`config.mk`:
```
export PLATFORM = sky130hd
export DESIGN_NAME = pp_accumulator
export DESIGN_NICKNAME = d
export VERILOG_FILES = /design/src/rtl/calc_pkg.sv /design/src/rtl/pp_shift_add.sv /design/src/rtl/pp_accumulator.sv
export SDC_FILE = /design/constraint.sdc
export NUM_CORES = 1
export LEC_CHECK = 0
export CORE_MARGIN = 3
export CORE_UTILIZATION = 48
export CTS_CLUSTER_SIZE = 10
export DETAILED_ROUTE_END_ITERATION = 10
export PLACE_DENSITY = 0.75
export SYNTH_ARGS = -nofsm -noshare
export SYNTH_HDL_FRONTEND = slang
export SYNTH_SLANG_ARGS = --single-unit
```
`constraint.sdc`:
```
create_clock -name clk -period 2.7 [get_ports clk]
set_clock_uncertainty 0.05 [all_clocks]
set_input_delay 0.405 -clock clk [delete_from_list [all_inputs] [get_ports clk]]
set_output_delay 0.405 -clock clk [all_outputs]
set_load 0.005 [all_outputs]
```
`src/rtl/calc_pkg.sv`:
```
// ---------------------------------------------------------------------------
// calc_pkg
//
// Shared definitions for the calculator's multiplier datapath.
//
// Contents:
//   DEFAULT_WIDTH - operand width of the 4x4 multiplier path
//   IDX_W         - width of the partial-product index counter
//   state_t       - sequencing states of the partial-product accumulator
//   weighted_pp   - zero-extends a partial product and shifts it into place
// ---------------------------------------------------------------------------
package calc_pkg;

    localparam int DEFAULT_WIDTH = 4;

    // Index counter width; a single-bit counter is kept for WIDTH=1
    // so the index never collapses to a zero-width vector.
    localparam int IDX_W = (DEFAULT_WIDTH > 1) ? $clog2(DEFAULT_WIDTH) : 1;

    typedef enum logic [1:0] {
        IDLE  = 2'd0,
        ACCUM = 2'd1,
        DONE  = 2'd2
    } state_t;

    // Places a WIDTH-bit partial product at its binary weight inside a
    // 2*WIDTH-bit word.  Shifts beyond the word are impossible because
    // shamt never exceeds WIDTH-1.
    function automatic logic [2*DEFAULT_WIDTH-1:0] weighted_pp(
        input logic [DEFAULT_WIDTH-1:0] pp,
        input logic [IDX_W-1:0]         shamt
    );
        logic [2*DEFAULT_WIDTH-1:0] ext;
        ext = {{DEFAULT_WIDTH{1'b0}}, pp};
        return ext << shamt;
    endfunction

endpackage

```
`src/rtl/pp_shift_add.sv`:
```
// ---------------------------------------------------------------------------
// pp_shift_add
//
// Combinational shift-and-add step of the partial-product summer:
//     acc_out = acc_in + (zero-extend(pp) << shamt)
//
// Ports:
//   acc_in  in   2*WIDTH  running sum before this step
//   pp      in   WIDTH    partial product to add
//   shamt   in   SHW      binary weight (shift amount) of pp
//   acc_out out  2*WIDTH  running sum after this step
//
// The sum is never wider than 2*WIDTH bits because the largest possible
// total of all partial products is (2^WIDTH-1)^2, so the carry is dropped.
// ---------------------------------------------------------------------------
module pp_shift_add #(
    parameter int WIDTH = 4,
    parameter int SHW   = 2
) (
    input  logic [2*WIDTH-1:0] acc_in,
    input  logic [WIDTH-1:0]   pp,
    input  logic [SHW-1:0]     shamt,
    output logic [2*WIDTH-1:0] acc_out
);

    logic [2*WIDTH-1:0] pp_ext;
    logic [2*WIDTH-1:0] pp_shifted;

    // Zero-extend first so the shift cannot lose the upper bits of pp.
    always_comb begin
        pp_ext     = {{WIDTH{1'b0}}, pp};
        pp_shifted = pp_ext << shamt;
        acc_out    = acc_in + pp_shifted;
    end

endmodule

```
`src/rtl/pp_accumulator.sv`:
```
// ---------------------------------------------------------------------------
// pp_accumulator
//
// Sequential partial-product summer for the calculator's 4x4 multiplier.
// Accepts the four partial products from the AND array (ppN = a & b[N]),
// adds one per clock at weight 2^N, and presents the 2*WIDTH-bit product
// through a valid/ready handshake.
//
// Ports:
//   clk        in   1        system clock, rising edge
//   rst        in   1        synchronous active-high reset
//   in_valid   in   1        pp0..pp3 hold a valid set
//   in_ready   out  1        block can accept a new set (IDLE only)
//   pp0..pp3   in   WIDTH    partial products, weights 2^0..2^3
//   out_valid  out  1        product holds the final result (DONE)
//   out_ready  in   1        downstream accepts the product
//   product    out  2*WIDTH  accumulated product
//   busy       out  1        high in ACCUM or DONE
//
// Timing: a set accepted at edge E0 is summed on edges E0+1..E0+WIDTH and
// out_valid rises after E0+WIDTH.  All outputs are registers or decoded
// from the state register; nothing flows combinationally from inputs.
// ---------------------------------------------------------------------------
module pp_accumulator
    import calc_pkg::*;
#(
    parameter int WIDTH = DEFAULT_WIDTH
) (
    input  logic               clk,
    input  logic               rst,
    input  logic               in_valid,
    output logic               in_ready,
    input  logic [WIDTH-1:0]   pp0,
    input  logic [WIDTH-1:0]   pp1,
    input  logic [WIDTH-1:0]   pp2,
    input  logic [WIDTH-1:0]   pp3,
    output logic               out_valid,
    input  logic               out_ready,
    output logic [2*WIDTH-1:0] product,
    output logic               busy
);

    localparam int CNT_W  = (WIDTH > 1) ? $clog2(WIDTH) : 1;
    localparam int NUM_PP = 4;

    localparam logic [CNT_W-1:0] LAST_IDX = CNT_W'(WIDTH - 1);

    state_t             state;
    logic [CNT_W-1:0]   idx;
    logic [2*WIDTH-1:0] acc;
    logic [2*WIDTH-1:0] acc_sum;
    logic [2*WIDTH-1:0] product_q;
    logic [WIDTH-1:0]   pp_q [NUM_PP];
    logic [WIDTH-1:0]   pp_sel;

    // The captured copy is what gets summed, so upstream may change
    // pp0..pp3 freely once the set has been accepted.
    always_comb begin
        pp_sel = pp_q[idx];
    end

    pp_shift_add #(
        .WIDTH (WIDTH),
        .SHW   (CNT_W)
    ) u_shift_add (
        .acc_in  (acc),
        .pp      (pp_sel),
        .shamt   (idx),
        .acc_out (acc_sum)
    );

    // Sequencer, index counter and datapath registers.  The product is
    // held in its own register, loaded only by the final add, so partial
    // sums are never visible and IDLE keeps showing the last result.
    always_ff @(posedge clk) begin
        if (rst) begin
            state     <= IDLE;
            idx       <= '0;
            acc       <= '0;
            product_q <= '0;
            for (int i = 0; i < NUM_PP; i++) begin
                pp_q[i] <= '0;
            end
        end else begin
            case (state)
                IDLE: begin
                    if (in_valid) begin
                        pp_q[0] <= pp0;
                        pp_q[1] <= pp1;
                        pp_q[2] <= pp2;
                        pp_q[3] <= pp3;
                        acc     <= '0;
                        idx     <= '0;
                        state   <= ACCUM;
                    end
                end
                ACCUM: begin
                    acc <= acc_sum;
                    if (idx == LAST_IDX) begin
                        product_q <= acc_sum;
                        idx       <= '0;
                        state     <= DONE;
                    end else begin
                        idx <= idx + CNT_W'(1);
                    end
                end
                DONE: begin
                    if (out_ready) begin
                        state <= IDLE;
                    end
                end
                default: begin
                    state <= IDLE;
                end
            endcase
        end
    end

    // Handshake outputs are pure state decodes.
    always_comb begin
        in_ready  = (state == IDLE);
        out_valid = (state == DONE);
        busy      = (state == ACCUM) || (state == DONE);
        product   = product_q;
    end

endmodule

```
After elaboration in Yosys (flattened, before gate mapping)
Memories as Yosys holds them, arrays and structs flattened. A register that Yosys moved wholly into a read port is not among the register bits.
Cells that the tools add are included.
{"block": "word_totals", "register_bits": 20, "latchBits": 0, "ram_bits": 16, "rom_bits": 0, "in_bits": 20, "word_cells": 45, "memories": 1}
{"block": "classes", "n_addsub": 2, "multipliers": 0, "div": 0, "magnitude_cmp": 0, "eq_ne": 6, "shift": 1, "n_mux": 21, "bitwise": 4, "n_reduce_logical": 6}
{"memory": "pp_q", "depth": 4, "word_bits": 4, "rd": 1, "rd_ports_with_merged_regs": 1, "write_ports": 4, "line": "pp_accumulator.sv:53", "text": "logic [WIDTH-1:0] pp_q [NUM_PP];"}
{"operator": "$mux W4", "n": 4}
{"operator": "$pmux W8 S2", "n": 1}
{"operator": "$mux W2", "n": 7}
{"operator": "$add A8 B8 Y8", "n": 1}
{"operator": "$mux W8", "n": 1}
{"operator": "$shl A4 B2 Y8", "n": 1}
{"operator": "$mux W1", "n": 6}
{"operator": "$pmux W2 S3", "n": 1}
{"operator": "$eq A2 B2 Y1 const B", "n": 2}
{"operator": "$ne A2 B2 Y1 const B", "n": 2}
{"operator": "$or A1 B1 Y1", "n": 4}
{"operator": "$pmux W2 S2", "n": 1}
{"operator": "$reduce_and A2 Y1", "n": 2}
{"operator": "$reduce_and A3 Y1", "n": 1}
{"operator": "$add A2 B1 Y2 const B", "n": 1}
{"operator": "$eq A2 B1 Y1 const B", "n": 1}
{"operator": "$logic_not A2 Y1", "n": 1}
{"operator": "$ne A2 B1 Y1 const B", "n": 1}
{"operator": "$reduce_bool A2 Y1", "n": 1}
{"operator": "$logic_or A1 B1 Y1", "n": 1}

Longest topological paths before layout
Gate-level depths: netlist of run 1.
{"block": "depth", "ltp_word": 5, "ltp_mapped": 11, "mapped_depth_nobuf": 11}

By module
Synthesis of run 1 repeated with hierarchy kept, for this count alone.
{"block": "unflattened", "cells_unflattened": 192, "hier_area_um2": 2014.4}
{"mod": "pp_accumulator", "n_inst": 1, "cells_per_inst": 139, "area_per_inst_um2": 1609.0, "seq_area_each_um2": 920.9}
{"mod": "pp_shift_add", "n_inst": 1, "cells_per_inst": 53, "area_per_inst_um2": 405.4, "seq_area_each_um2": 0.0}

Least setup slack after synthesis of run 1
No wires, ideal clock.
{"block": "synth_timing", "path_kind": "register to register", "startpoint": "reg with a tool-made name", "endpoint": "reg product_q[6], in the netlist product[6]", "t_arrival_ps": 2598, "path_slack_ps": -10, "path_stages_with_launch": 11, "n_path_buf": 0, "cell_sequence": "dfxtp_1 -> mux4_1 -> mux2_2 -> nor2_1 -> a21oi_1 -> ha_1 -> nor2b_1 -> o21ai_1 -> a21oi_1 -> or4_1 -> nand3_1"}
{"item": "end signal, assigned", "line": "pp_accumulator.sv:100", "text": "product_q <= acc_sum;"}
{"item": "end, declared", "line": "pp_accumulator.sv:52", "text": "logic [2*WIDTH-1:0] product_q;"}

==> summary.md, run 1 <==
| Metric | Value |
|---|---|
| Status | finished with violations |
| Failing checks | negative setup slack |
| Worst EP required | about 2.8 ns |
| Final Wtd Congestion | about 0.82 |
| Initial antenna violation count | 0 |
| Post-Place Cells | 278 |
| Worst-skew pair later-pin latency | between 0.2 and 0.3 ns |
| Seq/Total Area, Yosys | 0.463 |
| Crit path launch type | register |
| TritonCTS clock tree | yes |
| Asr flop ratio synth | 0 |
| Core area | 3830 um^2 |
| Fin cells | between 200 and 300 |
| Drt drc | 0 |
| Post-layout util | 0.680 |
| GRT overflow | 0 |
| ANT cells | 0 |
| R2R Setup Slk | -0.01 ns |
| Final hold vios | 0 |
| Final Critical Period | ~2.7 ns |
| Site Rows | 22 |
| Largest net degree at the start of global routing | 19 |
| Die height | slightly above 70 um |
| I/O Buffers | 30 |
| Cell variety after synth | a little over 40 |
| Worst-Margin Slew | 0.682 ns |
| VDD IR-drop max | between 600 and 700 uV |
| Max transition margin | 0.544 |
| First-pass GRT wire length | 6880 um |
| RSZ-0062 raised after global routing | true |
| I/O pin cnt | 31 |
| Mapped Nets | between 200 and 250 |
| Die ar. | between 4000 and 5000 um^2 |
| Post-synth EDFFs | 16 |
| Initial DRC count | 43 |
| Filler cells | between 300 and 400 |
| DR vias | 1562 |
| Cell taking the most area after synthesis | edfxtp_1 |
| Routed wire length | about 4200 um |
| Post-synth top area share | 0.241 |
| Layout area overhead | 30.7% |
| Final worst path period share | 1.00 |
| H-tree depth | 2 |
| Yosys warning count | 0 |
| Share of post-route cells with drive strength above 1 | 0.170 |
| Worst path arrival time | roughly 2.9 ns |
| GRT Total Usage | 0.177 |
| Bufs on Longest Clock Path | 2 |
| Cell Pwr Density | around 790 nW/um^2 |
| Synth top area cells | edfxtp_1 24%, dfxtp_1 22%, ha_1 6.9%, and2_1 5.3%, mux4_1 5.3% |
| DR vias/cell | around 5.4 |
| Syn Area/Cell | 10.1 um^2 |
| CTS buffer count | 5 |
| HP Class | reg -> reg |
| Drt first pass iters | 4 |
| P_leak | 0.995 nW |
| Final setup vio count | 2 |
| Drt wl/cell | 14.7 um |
| Worst slack, placed | -0.109 ns |
| Post-Synthesis Cell Area | about 2000 um^2 |
| Max Cap Viol | 0 |
| Critical Path End Type | register |
| Synth Flop Type | dfxtp_1 |
| Hold WS | approximately 0.42 ns |
| Antenna Nets Post-Route | 0 |
| Detailed placement HPWL | ~2900 um |
| Syn Inst Count | between 150 and 200 |
| Vias in the first global route | about 1500 |
| Die X-Extent | between 70 and 80 um |
| TritonCTS Sinks | 38 |
| FF+latch count, synth | 38 |
| Final setup margin | -0.0131 ns |
| Fmax achieved | around 0.37 GHz |
| Final layout net count | about 270 |
| Initial Util | 0.520 |
| Worst-path clk slew | about 0.08 ns |
| WS Path Type | reg -> reg |
| Final Total Pwr | 2.05 mW |
| Largest fanout on the critical path | 4 |
| Max Slew Vio Count | 0 |
| Root buffer cell | clkbuf_8 |
[state kept, by name (all words and copies together) (netlist names), named ones only]
signal / count
pp_q: 16
acc: 8
product: 8
idx: 2
state: 2
[critical path, cell delays in order, from the launching register on]
cell,delay (ns)
dfxtp_4,0.39
mux4_2,0.53
mux2_4,0.30
nor2_1,0.09
a21oi_1,0.05
ha_2,0.37
o21ai_2,0.06
o211ai_1,0.19
nand2_2,0.11
nor4bb_2,0.18
a311o_1,0.27
[worst paths after layout]
kind              cells past startpoint               startpoint                      end
setup / recovery                     10                 register  product[7]$_SDFFE_PP0P_
hold / removal                        2  product[4]$_SDFFE_PP0P_  product[4]$_SDFFE_PP0P_
setup reg to reg                     10                 register  product[7]$_SDFFE_PP0P_
hold reg to reg                       2  product[4]$_SDFFE_PP0P_  product[4]$_SDFFE_PP0P_
[logic make-up (layout without fill, tap and decap cells)]
family          count (synthesis)  in the layout  synth area share
compound gates                 37             37             0.116
xor+xnor                        4              4            0.0176
fa+ha+maj                      12             12            0.0792
buf+inv                        17             61            0.0364
flops                          38             38             0.463
mux                            11             11            0.0886
simple gates                   78             78             0.199
[cell usage after synthesis, types with 2 or more instances]
master / n
inv_1: 9
a21oi_1: 15
dfxtp_1: 22
edfxtp_1: 16
mux2i_1: 6
xnor2_1: 3
and2_1: 17
o21ai_0: 2
o31ai_1: 2
nand3_1: 7
nand2b_1: 5
ha_1: 11
mux4_1: 4
a31oi_1: 2
nor3_1: 7
a22oi_1: 3
nor2_1: 21
o21ai_1: 5
nand2_1: 14
a21o_1: 2
clkbuf_1: 4
[timing repair]
action                     4_1_cts  5_1_grt
buffers inserted                 1        2
pin swaps                        1        9
setup endpoints to repair        4        8
gates resized for setup          6       15
hold buffers                     0        0
[layout by cell type (no fill, tap or decap), types with 2 or more instances in the layout]
cell type        Yosys  routed
nand2b_1             5       5
inv_1                9       9
nand3_1              7       7
nor2_1              21      21
o21ai_2              0       3
a21oi_1             15      13
a22oi_1              3       3
a31oi_1              2       2
nand2_2              0       2
xnor2_1              3       3
clkbuf_8             0       5
ha_1                11       8
buf_4                0      12
dfxtp_1             22      21
a21o_1               2       2
clkdlybuf4s50_1      0      30
mux4_2               0       4
and2_1              17      17
edfxtp_1            16      16
bufinv_16            0       2
nor3_1               7       7
o21ai_1              5       3
o31ai_1              2       2
nand2_1             14      12
mux2i_1              6       6
ha_2                 0       2
a21oi_2              0       2
[through the flow]
step | cell area, um^2 | setup TNS (ns)
finish | 2600 | -0.0146
global route | 2600 | -0.404
CTS | 2530 | -0.0348
detailed placement | 2390 | -0.225
global placement | 2390 | 0
floorplan | 1990 | 0
[layer usage]
layer	GRT usage	part of all wire
met3	0.0518	0.053
met2	0.288	0.47
met4	0.0596	0.016
met1	0.222	0.46
met5	0	0
[report_power, final]
group	total [mW]	internal (mW)	leakage [nW]	switching, mW
Clock	0.579	0.370	0.0683	0.209
Sequential	0.767	0.706	0.352	0.0611
Combinational	0.707	0.342	0.576	0.365
Total	2.05	1.42	0.995	0.635
[final cells by class]
cell class,instances,area [um^2],area share
clock buffer,5,68.8,0.0264
clock inverter,3,68.8,0.0264
inverter,10,37.5,0.0144
multi-input combinational,142,1040,0.400
sequential,38,925,0.355
tap,48,60.1,0.0231
timing repair buffer,43,402,0.154
(Power assumes the default switching activity.)
==> run 2: changes to the inputs <==
--- a/config.mk
+++ b/config.mk
@@ -7,9 +7,9 @@
 export LEC_CHECK = 0
 export CORE_MARGIN = 3
 export CORE_UTILIZATION = 48
-export CTS_CLUSTER_SIZE = 10
 export DETAILED_ROUTE_END_ITERATION = 10
-export PLACE_DENSITY = 0.75
+export GPL_TIMING_DRIVEN = 0
+export PLACE_DENSITY_LB_ADDON = 0.08
 export SYNTH_ARGS = -nofsm -noshare
 export SYNTH_HDL_FRONTEND = slang
 export SYNTH_SLANG_ARGS = --single-unit
==> summary.md, run 2 (synthesized netlist as in run 1, its figures left out) <==
| Metric | Value |
|---|---|
| Status | complete, no violations |
| Switching share of power | 0.314 (+0.00465) |
| GRT Total Usage | 0.188 (+0.0116) |
| Root buffer cell | clkbuf_8 |
| Largest register FFs | 16 (unchanged) |
| ANT cells | 0 (unchanged) |
| Initial Util | 0.520 (unchanged) |
| Leading cell types in the layout, fill and taps excluded | 29 x clkdlybuf4s50_1, 21 x dfxtp_1, 19 x nor2_1, 17 x and2_1, 16 x edfxtp_1 |
| Final Critical Period | 2.66 ns (-0.0560 ns) |
| Largest fanout on the critical path | 4 (unchanged) |
| P_sw | 667 uW (+5.0%) |
| Final Total Pwr | 2.12 mW (+3.5%) |
| I/O pin cnt | 31 (unchanged) |
| Max Slew Vio Count | 0 (unchanged) |
| Drt first pass iters | 4 (unchanged) |
| Worst path max stage delay | 0.55 ns (+0.02 ns) |
| DR vias/cell | 5.51 (+2.0%) |
| Final Cell Area | 2630 um^2 (+0.87%) |
| First-pass GRT wire length | 7380 um (+7.3%) |
| TritonCTS Sinks | 38 (unchanged) |
| WS Path Type | reg -> reg |
| Vias in the first global route | 1566 (+3.5%) |
| Final worst path period share | 0.984 (-0.0208) |
| Max Cap Viol | 0 (unchanged) |
| Worst-path clk slew | 0.08 ns (about the same) |
| TNS Setup | 0 ns (+0.0146 ns) |
| Seq pwr share | 0.358 (-0.016) |
| Final layout net count | 275 (+1.1%) |
| Cell Pwr Density | 809 nW/um^2 (+2.6%) |
| Combinational Power Share | 0.375 (+0.031) |
| Fmax achieved | 0.376 GHz (+2.1%) |
| CTS Hold Buffers Added | 0 (unchanged) |
| CP max-delay cell | mux4_2 |
| Critical Path End Type | register |
| DR vias | 1609 (+3.0%) |
| Antenna Nets Post-Route | 0 (unchanged) |
| Worst-skew pair later-pin latency | 0.29 ns (about the same) |
| P_leak | 0.996 nW (about the same) |
| Detailed placement HPWL | 3100 um (+6.4%) |
| Crit path launch type | register |
| Worst-Margin Slew | 0.685 ns (+0.00279 ns) |
| Drt drc | 0 (unchanged) |
| Routed wire length | 4420 um (+4.0%) |
| Die height | 70.4 um (unchanged) |
| Share of post-route cells with drive strength above 1 | 0.168 (-0.00209) |
| Core area | 3830 um^2 (unchanged) |
| Die ar. | 4960 um^2 (unchanged) |
| Post-Place Cells | 274 (-1.4%) |
| Filler cells | 298 (-1.7%) |
| Layout area overhead | 31.9% |
| Flip-flop and latch area | 925 um^2 (unchanged) |
| VDD IR-drop max | 725 uV (+17%) |
| Placed inst area | 2340 um^2 (-2.1%) |
| H-tree depth | 2 (unchanged) |
| TritonCTS clock tree | yes |
| Initial DRC count | 84 (+95%) |
| Hold WS | 0.406 ns (-0.0147 ns) |
| Worst slack, placed | -0.215 ns (-0.106 ns) |
| Final setup margin | 0.0429 ns (+0.0560 ns) |
| CTS buffer count | 5 (unchanged) |
| Die X-Extent | 70.4 um (unchanged) |
| Drt wl/cell | 15.1 um (+2.9%) |
| CP dominant cell by count | a21oi_2 |
| Fin cells | 292 (+1.0%) |
| I/O Buffers | 29 (-3.3%) |
| Final Wtd Congestion | 0.889 (+8.4%) |
| HP Class | reg -> reg |
| Worst EP required | 2.84 ns (about the same) |
| Final setup vio count | 0 (-2) |
| GRT overflow | 0 (unchanged) |
| RSZ-0062 raised after global routing | true |
| Commonest non-fill, non-tap cell in the layout | clkdlybuf4s50_1 |
| Bufs on Longest Clock Path | 2 (unchanged) |
| Largest net degree at the start of global routing | 18 (-1) |
| Top reg by flops | pp_q |
| Max transition margin | 0.542 (-0.00154) |
| CP cell instances | mux4_2 > mux2_4 > nor2_4 > a21oi_2 > ha_4 > nor2b_4 > o21ai_4 > a21oi_2 > buf_4 > mux2i_1 > nand2_1 |
| Worst path arrival time | 2.79 ns (-0.06 ns) |
| Final hold vios | 0 (unchanged) |
| Site Rows | 22 (unchanged) |
| Post-layout util | 0.686 (+0.00589) |
| Multi-input gate area | 1070 um^2 (+2.8%) |
| Internal Power | 1.46 mW (+2.8%) |
| Initial antenna violation count | 0 (unchanged) |
| Clock group share of total power | 0.267 (-0.015) |
-- run 2: per-layer routing --
layer,vias to the layer above,routed length (um),global-route usage
met3,11,215,0.0360
met4,0,76,0.0702
li1,793,-,-
met2,52,2160,0.300
met1,753,1960,0.252
met5,-,0,0
-- run 2: critical path: cells and delay by family (launching register included) --
kind | cells | cell delay, ns
and+or+nand+nor | 3 | 0.30
AOI/OAI and AO/OA | 3 | 0.32
DFF | 1 | 0.39
buffers and inverters | 1 | 0.14
adders and majority gates | 1 | 0.31
muxes | 3 | 1.04
-- run 2: layout make-up --
class                   count  share of cell area
multi-input cells         142               0.408
flip-flops and latches     38               0.352
repair buffers             39               0.139
clock buffers               5              0.0262
clock inverters             3              0.0243
well taps                  48              0.0229
inverters                  10              0.0143
plain buffers               7              0.0133
-- run 2: worst paths after layout --
path | start | endpoint | slack, ns | cells past startpoint
max | register | acc[6]$_SDFFE_PP0P_ | 0.04 | 11
min | product[0]$_SDFFE_PP0P_ | product[0]$_SDFFE_PP0P_ | 0.41 | 2
max reg2reg | register | acc[6]$_SDFFE_PP0P_ | 0.04 | 11
min reg2reg | product[0]$_SDFFE_PP0P_ | product[0]$_SDFFE_PP0P_ | 0.41 | 2
-- run 2: repair_timing --
action	CTS	global route
endpoints found under the setup margin	5	7
resized for setup	15	12
setup buffers	9	2
endpoints found under the hold margin	0	0
pin swaps	12	9
-- run 2: power by group through the flow --
stage,logic [mW],registers (mW),clock network [mW]
after floorplan,0.440,0.745,0
after global placement,0.599,0.755,0
after detailed placement,0.622,0.763,0
after CTS,0.746,0.760,0.574
after global routing,0.871,0.771,0.602
final,0.797,0.760,0.567
